**src/rtl/debounce_pulse_gen.sv**
```systemverilog
// Push-button debouncer: 2-flop synchronizer, four-state qualification FSM,
// registered debounced level and single-cycle enable strobe per accepted press.
module debounce_pulse_gen #(
  parameter int unsigned DB_CYCLES        = 4,
  parameter bit          PULSE_ON_RELEASE = 1'b0
) (
  input  logic clk,
  input  logic reset_n,
  input  logic btn_in,
  output logic en_pulse,
  output logic btn_level,
  output logic busy
);

  localparam int unsigned CNT_W = (DB_CYCLES > 2) ? $clog2(DB_CYCLES) : 1;
  localparam logic [CNT_W-1:0] CNT_MAX = CNT_W'(DB_CYCLES - 1);

  typedef enum logic [1:0] {
    IDLE_LO = 2'd0,
    CHK_HI  = 2'd1,
    IDLE_HI = 2'd2,
    CHK_LO  = 2'd3
  } state_t;

  state_t           state, state_d;
  logic [CNT_W-1:0] cnt, cnt_d;
  logic             pulse_d, level_d;
  logic             btn_m, btn_s;

  // Two-flop synchronizer for the asynchronous button level
  always_ff @(posedge clk or negedge reset_n) begin
    if (!reset_n) begin
      btn_m <= 1'b0;
      btn_s <= 1'b0;
    end else begin
      btn_m <= btn_in;
      btn_s <= btn_m;
    end
  end

  // State, counter and registered outputs
  always_ff @(posedge clk or negedge reset_n) begin
    if (!reset_n) begin
      state     <= IDLE_LO;
      cnt       <= '0;
      en_pulse  <= 1'b0;
      btn_level <= 1'b0;
    end else begin
      state     <= state_d;
      cnt       <= cnt_d;
      en_pulse  <= pulse_d;
      btn_level <= level_d;
    end
  end

  // Next-state logic; cnt only advances while qualifying and is zero otherwise
  always_comb begin
    state_d = state;
    cnt_d   = '0;
    pulse_d = 1'b0;
    case (state)
      IDLE_LO: begin
        if (btn_s) state_d = CHK_HI;
      end
      CHK_HI: begin
        if (!btn_s) begin
          state_d = IDLE_LO;
        end else if (cnt == CNT_MAX) begin
          state_d = IDLE_HI;
          pulse_d = 1'b1;
        end else begin
          cnt_d = cnt + CNT_W'(1);
        end
      end
      IDLE_HI: begin
        if (!btn_s) state_d = CHK_LO;
      end
      CHK_LO: begin
        if (btn_s) begin
          state_d = IDLE_HI;
        end else if (cnt == CNT_MAX) begin
          state_d = IDLE_LO;
          pulse_d = PULSE_ON_RELEASE;
        end else begin
          cnt_d = cnt + CNT_W'(1);
        end
      end
      default: begin
        state_d = IDLE_LO;
      end
    endcase
    level_d = (state_d == IDLE_HI) || (state_d == CHK_LO);
  end

  assign busy = (state == CHK_HI) || (state == CHK_LO);

endmodule

```
**config.mk**
```make
export PLATFORM = sky130hd
export DESIGN_NAME = debounce_pulse_gen
export DESIGN_NICKNAME = d
export VERILOG_FILES = /design/src/rtl/debounce_pulse_gen.sv
export SDC_FILE = /design/constraint.sdc
export NUM_CORES = 1
export LEC_CHECK = 0
export BUFFER_PORTS_ARGS = -buffer_cell sky130_fd_sc_hd__buf_2
export CORE_AREA = 8 8 45 47
export DETAILED_ROUTE_END_ITERATION = 16
export DIE_AREA = 0 0 53 55
export PLACE_DENSITY = 0.38
export SETUP_SLACK_MARGIN = 0.1
export SYNTH_ARGS = -nofsm -noshare
export SYNTH_HDL_FRONTEND = slang
export SYNTH_SLANG_ARGS = --single-unit
```
**constraint.sdc**
```tcl
create_clock -name clk -period 1.2 [get_ports clk]
set_input_delay 0.36 -clock clk [delete_from_list [all_inputs] [get_ports clk]]
set_output_delay 0.36 -clock clk [all_outputs]
set_load 0.03 [all_outputs]
```
Word-level counts from Yosys, hierarchy flattened
Index checks and enable logic that the tools add are counted.
- input port bits: 3
- word-level logic and storage cells: 30
- register bits: 8
- reduce and logical (&&, ||, !) cells: 3
- add/sub/neg operators: 1
- equality and inequality tests: 6
- mux-type cells: 14
- operator list (operator ; count):
    2-bit two-way mux ; 9
    2-bit == test (second input constant) ; 5
    2-bit one-hot mux with 4 select lines ; 1
    2-bit one-hot mux with 2 select lines ; 1
    1-bit two-way mux ; 3
    2-bit by 1-bit adder with 2-bit output (second input constant) ; 1
    2-bit by 1-bit == test with 1-bit output (second input constant) ; 1
    2-bit zero test ; 1
    1-bit logical OR ; 2

Logic depth before layout (Yosys ltp)
- depth in word-level cells: 6
- mapped depth: 3
- depth with buffers taken out: 3

Least setup slack after synthesis
No wires, ideal clock.
- path kind: register to register
- start point: register btn_level (netlist name)
- end point: register cnt[1]
- slack: 75 ps
- stages on the path, launching flop included: 3
- arrival: 1005 ps
- setup time: 121 ps
- clock period less this slack: 1125 ps
- buffers on the path: 0
- data required time: 1079 ps
- cell sequence: dfrtp_1 -> xnor2_1 -> and3b_2
- RTL lines (item ; line ; source):
    to (signal assigned) ; 50 ; cnt <= cnt_d;
    to (decl) ; 26 ; logic [CNT_W-1:0] cnt, cnt_d;

Final worst setup path
- start point: register btn_level
- end point: output btn_level
- RTL lines (item ; line ; source):
    from (decl) ; 11 ; output logic btn_level,
    from (signal assigned) ; 52 ; btn_level <= level_d;
No word-level cell between the ends.

==> metrics.md <==
| Metric | Value |
|---|---|
| Multi-input logic area | `109 µm²` |
| Layout Nets | `38` |
| Fraction of layout cells with a size suffix above 1 | `0.469` |
| Starting Density | `0.197` |
| CP cell instances | `buf_6` |
| Yosys warnings | `0` |
| Number of synthesized register bits | `7` |
| Yosys top cell area share | `0.642` |
| Total gr overflow | `0` |
| Final antenna-violating net count | `0` |
| Synth top area cells | `dfrtp_1 64%, ha_1 9.2%, nor4b_2 5.5%, a21oi_1 3.7%, and3b_2 3.7%` |
| DRC viols | `0` |
| Ys async rst share | `1.00` |
| Area delta synth->final | `50.9%` |
| FF+latch area | `176 µm²` |
| Top Metal Used | `met3` |
| Worst Path Buf+Inv | `1` |
| Register area share after synthesis | `0.642` |
| Tcrit/Tclk final | `0.948` |
| Post-Syn Area | `273 µm²` |
| Final Hold Vio Count | `0` |
| Hold Crit Class | `input pin to flip-flop` |
| Tot Pwr | `509 µW` |
| Initial antenna violation count | `0` |
| WL met2 | `254 µm` |
| Crit. End Element | `output port` |
| Pleak | `0.000198 µW` |
| Crit-path max FO | `2` |
| Library cells used by synthesis | `11` |
| Critical path's slowest cell | `dfrtp_2` |
| Most numerous cell in the Yosys netlist | `dfrtp_1` |
| Die width | `53 µm` |
| Synth Flop Type | `dfrtp_1` |
| Final wirelength | `501 µm` |
| Total Routing Usage GR | `0.0451` |
| # IOs | `6` |
| Layout Skew | `0.00412 ns` |
| Crit start category | `flip-flop` |
| Ant. Diodes | `0` |
| Top cells by count, synth | `7 x dfrtp_1, 2 x a21oi_1, 2 x ha_1, 2 x nand2_1` |
| # clock sinks | `7` |
| Row Count | `14` |
| TritonCTS clock tree | `yes` |
| RSZ-0062 raised after global routing | `yes` |
| Die span in y | `55 µm` |
| Final min period | `1.14 ns` |
| Syn_area_per_cell | `13.6 µm²` |
| Clk Latency, worst-skew pair | `0.24 ns` |
| Starting DRT DRC Count | `0` |
| Max stage delay on crit path | `0.40 ns` |
| Met3 routed WL | `57 µm` |
| Clk slew on worst S/H paths | `0.05 ns` |
| Largest net degree at the start of global routing | `8` |
| CP top delay family | `flip-flops` |
| Die area | `0.00292 mm²` |
| Power density cells | `1240 mW/mm²` |
| Slew @ Worst Pin | `0.195 ns` |
| First-pass GRT wire length | `876 µm` |
| Max-Cap Viols | `0` |
| Avg WL per Cell | `10.4 µm` |
| Arrival @ worst endpoint | `0.78 ns` |
| Largest area contributor in the netlist | `dfrtp_1` |
| TNS Setup | `0 ns` |
| CTS Root Cell | `clkbuf_4` |
| Worst EP required | `0.84 ns` |
| Routed met1 length | `189 µm` |
| GP Congestion | `0.564` |
| Vias in the first global route | `210` |
| Post-synthesis net count | `25` |
| Clock Path Buffers | `2` |
| Status | `finished clean` |
| Via count | `190` |
| Worst VDD drop | `0.000390 V` |
| Max frequency | `879 MHz` |
| DRT Pass-1 Iters | `1` |
| FILL cells | `151` |
| Mapped Cells | `20` |
| Worst relative slew slack | `0.870` |
| Core Area | `0.00138 mm²` |
| CTS Buf Count | `3` |
| CP Class | `flip-flop to output port` |
| Post-synth EDFFs | `0` |
| Vias/cell | `3.96` |
| IO Port Bufs | `5` |
| Final setup violation count | `0` |
| CTS H-tree depth | `1` |
| Max-slew violations | `0` |
## placed cells by master, fill, tap and decap left out, drive strengths merged
| cell type | instances |
|---|---|
| buf | 8 |
| dfrtp | 7 |
| clkbuf | 4 |
| nand2 | 2 |
| a21oi | 2 |
| ha | 2 |
| inv | 1 |
| o2bb2ai | 1 |
| xnor2 | 1 |
| nor4b | 1 |
| and3b | 1 |
| nor3 | 1 |
| dlygate4sd3 | 1 |
## report_power, final
part,total [µW],leakage [µW],internal [µW],switching [µW]
clock,208,0.0000150,127,81.2
sequential,254,0.0000843,246,8.01
combinational,46.7,0.0000991,25.5,21.2
## path summary, 6_finish.rpt
check	from	end	slack, ns	cells past startpoint
setup / recovery	btn_level	btn_level	0.06	1
hold / removal	btn_in	btn_m	0.22	1
setup reg to reg	btn_level	cnt[1]	0.16	3
hold reg to reg	btn_m	btn_s	0.35	0
max in group asynchronous	reset_n	btn_level	0.55	2
min in group asynchronous	reset_n	cnt[0]	0.47	2
## cells by family (layout without fill, tap and decap cells)
kind of cell / after synthesis / count (layout) / synth area share
fa+ha+maj: 2 / 2 / 0.0917
simple gates: 5 / 5 / 0.138
buf+inv: 2 / 14 / 0.0275
xor+xnor: 1 / 1 / 0.0321
flops: 7 / 7 / 0.642
compound gates: 3 / 3 / 0.0688
## sequential cells by signal (all words and copies together), names as in the netlist
register   flops
cnt            2
btn_level      1
btn_m          1
btn_s          1
en_pulse       1
state          1
## metal layers
| layer | vias to the layer above | global-route usage |
|---|---|---|
| li1 | 95 | - |
| met1 | 90 | 0.0370 |
| met2 | 5 | 0.0684 |
| met3 | 0 | 0.0455 |
| met4 | 0 | 0.0259 |
| met5 | - | 0 |
## stage by stage
step                      std cells  hold WS [ns]  setup WS (ns)  utilization  area [µm²]
final                            48         0.222         0.0628        0.297         412
after global routing             48         0.199         0.0229        0.297         412
after CTS                        48         0.212         0.0529        0.289         400
after detailed placement         41         0.202          0.179        0.238         329
after global placement           41         0.199          0.202        0.238         329
after floorplan                  20        0.0644          0.123            -         280
## repair_timing
action	CTS	global route
resized for setup	7	1
endpoints found under the setup margin	3	4
hold endpoints to repair	7	0
buffers inserted	2	0
hold buffers	1	0
## layout make-up
cell class / count / area share
Sequential cell: 7 / 0.429
Multi-Input combinational cell: 11 / 0.264
Timing Repair Buffer: 9 / 0.185
Clock buffer: 4 / 0.0638
Tap cell: 16 / 0.0486
Inverter: 1 / 0.00912
(Power assumes the default switching activity.)
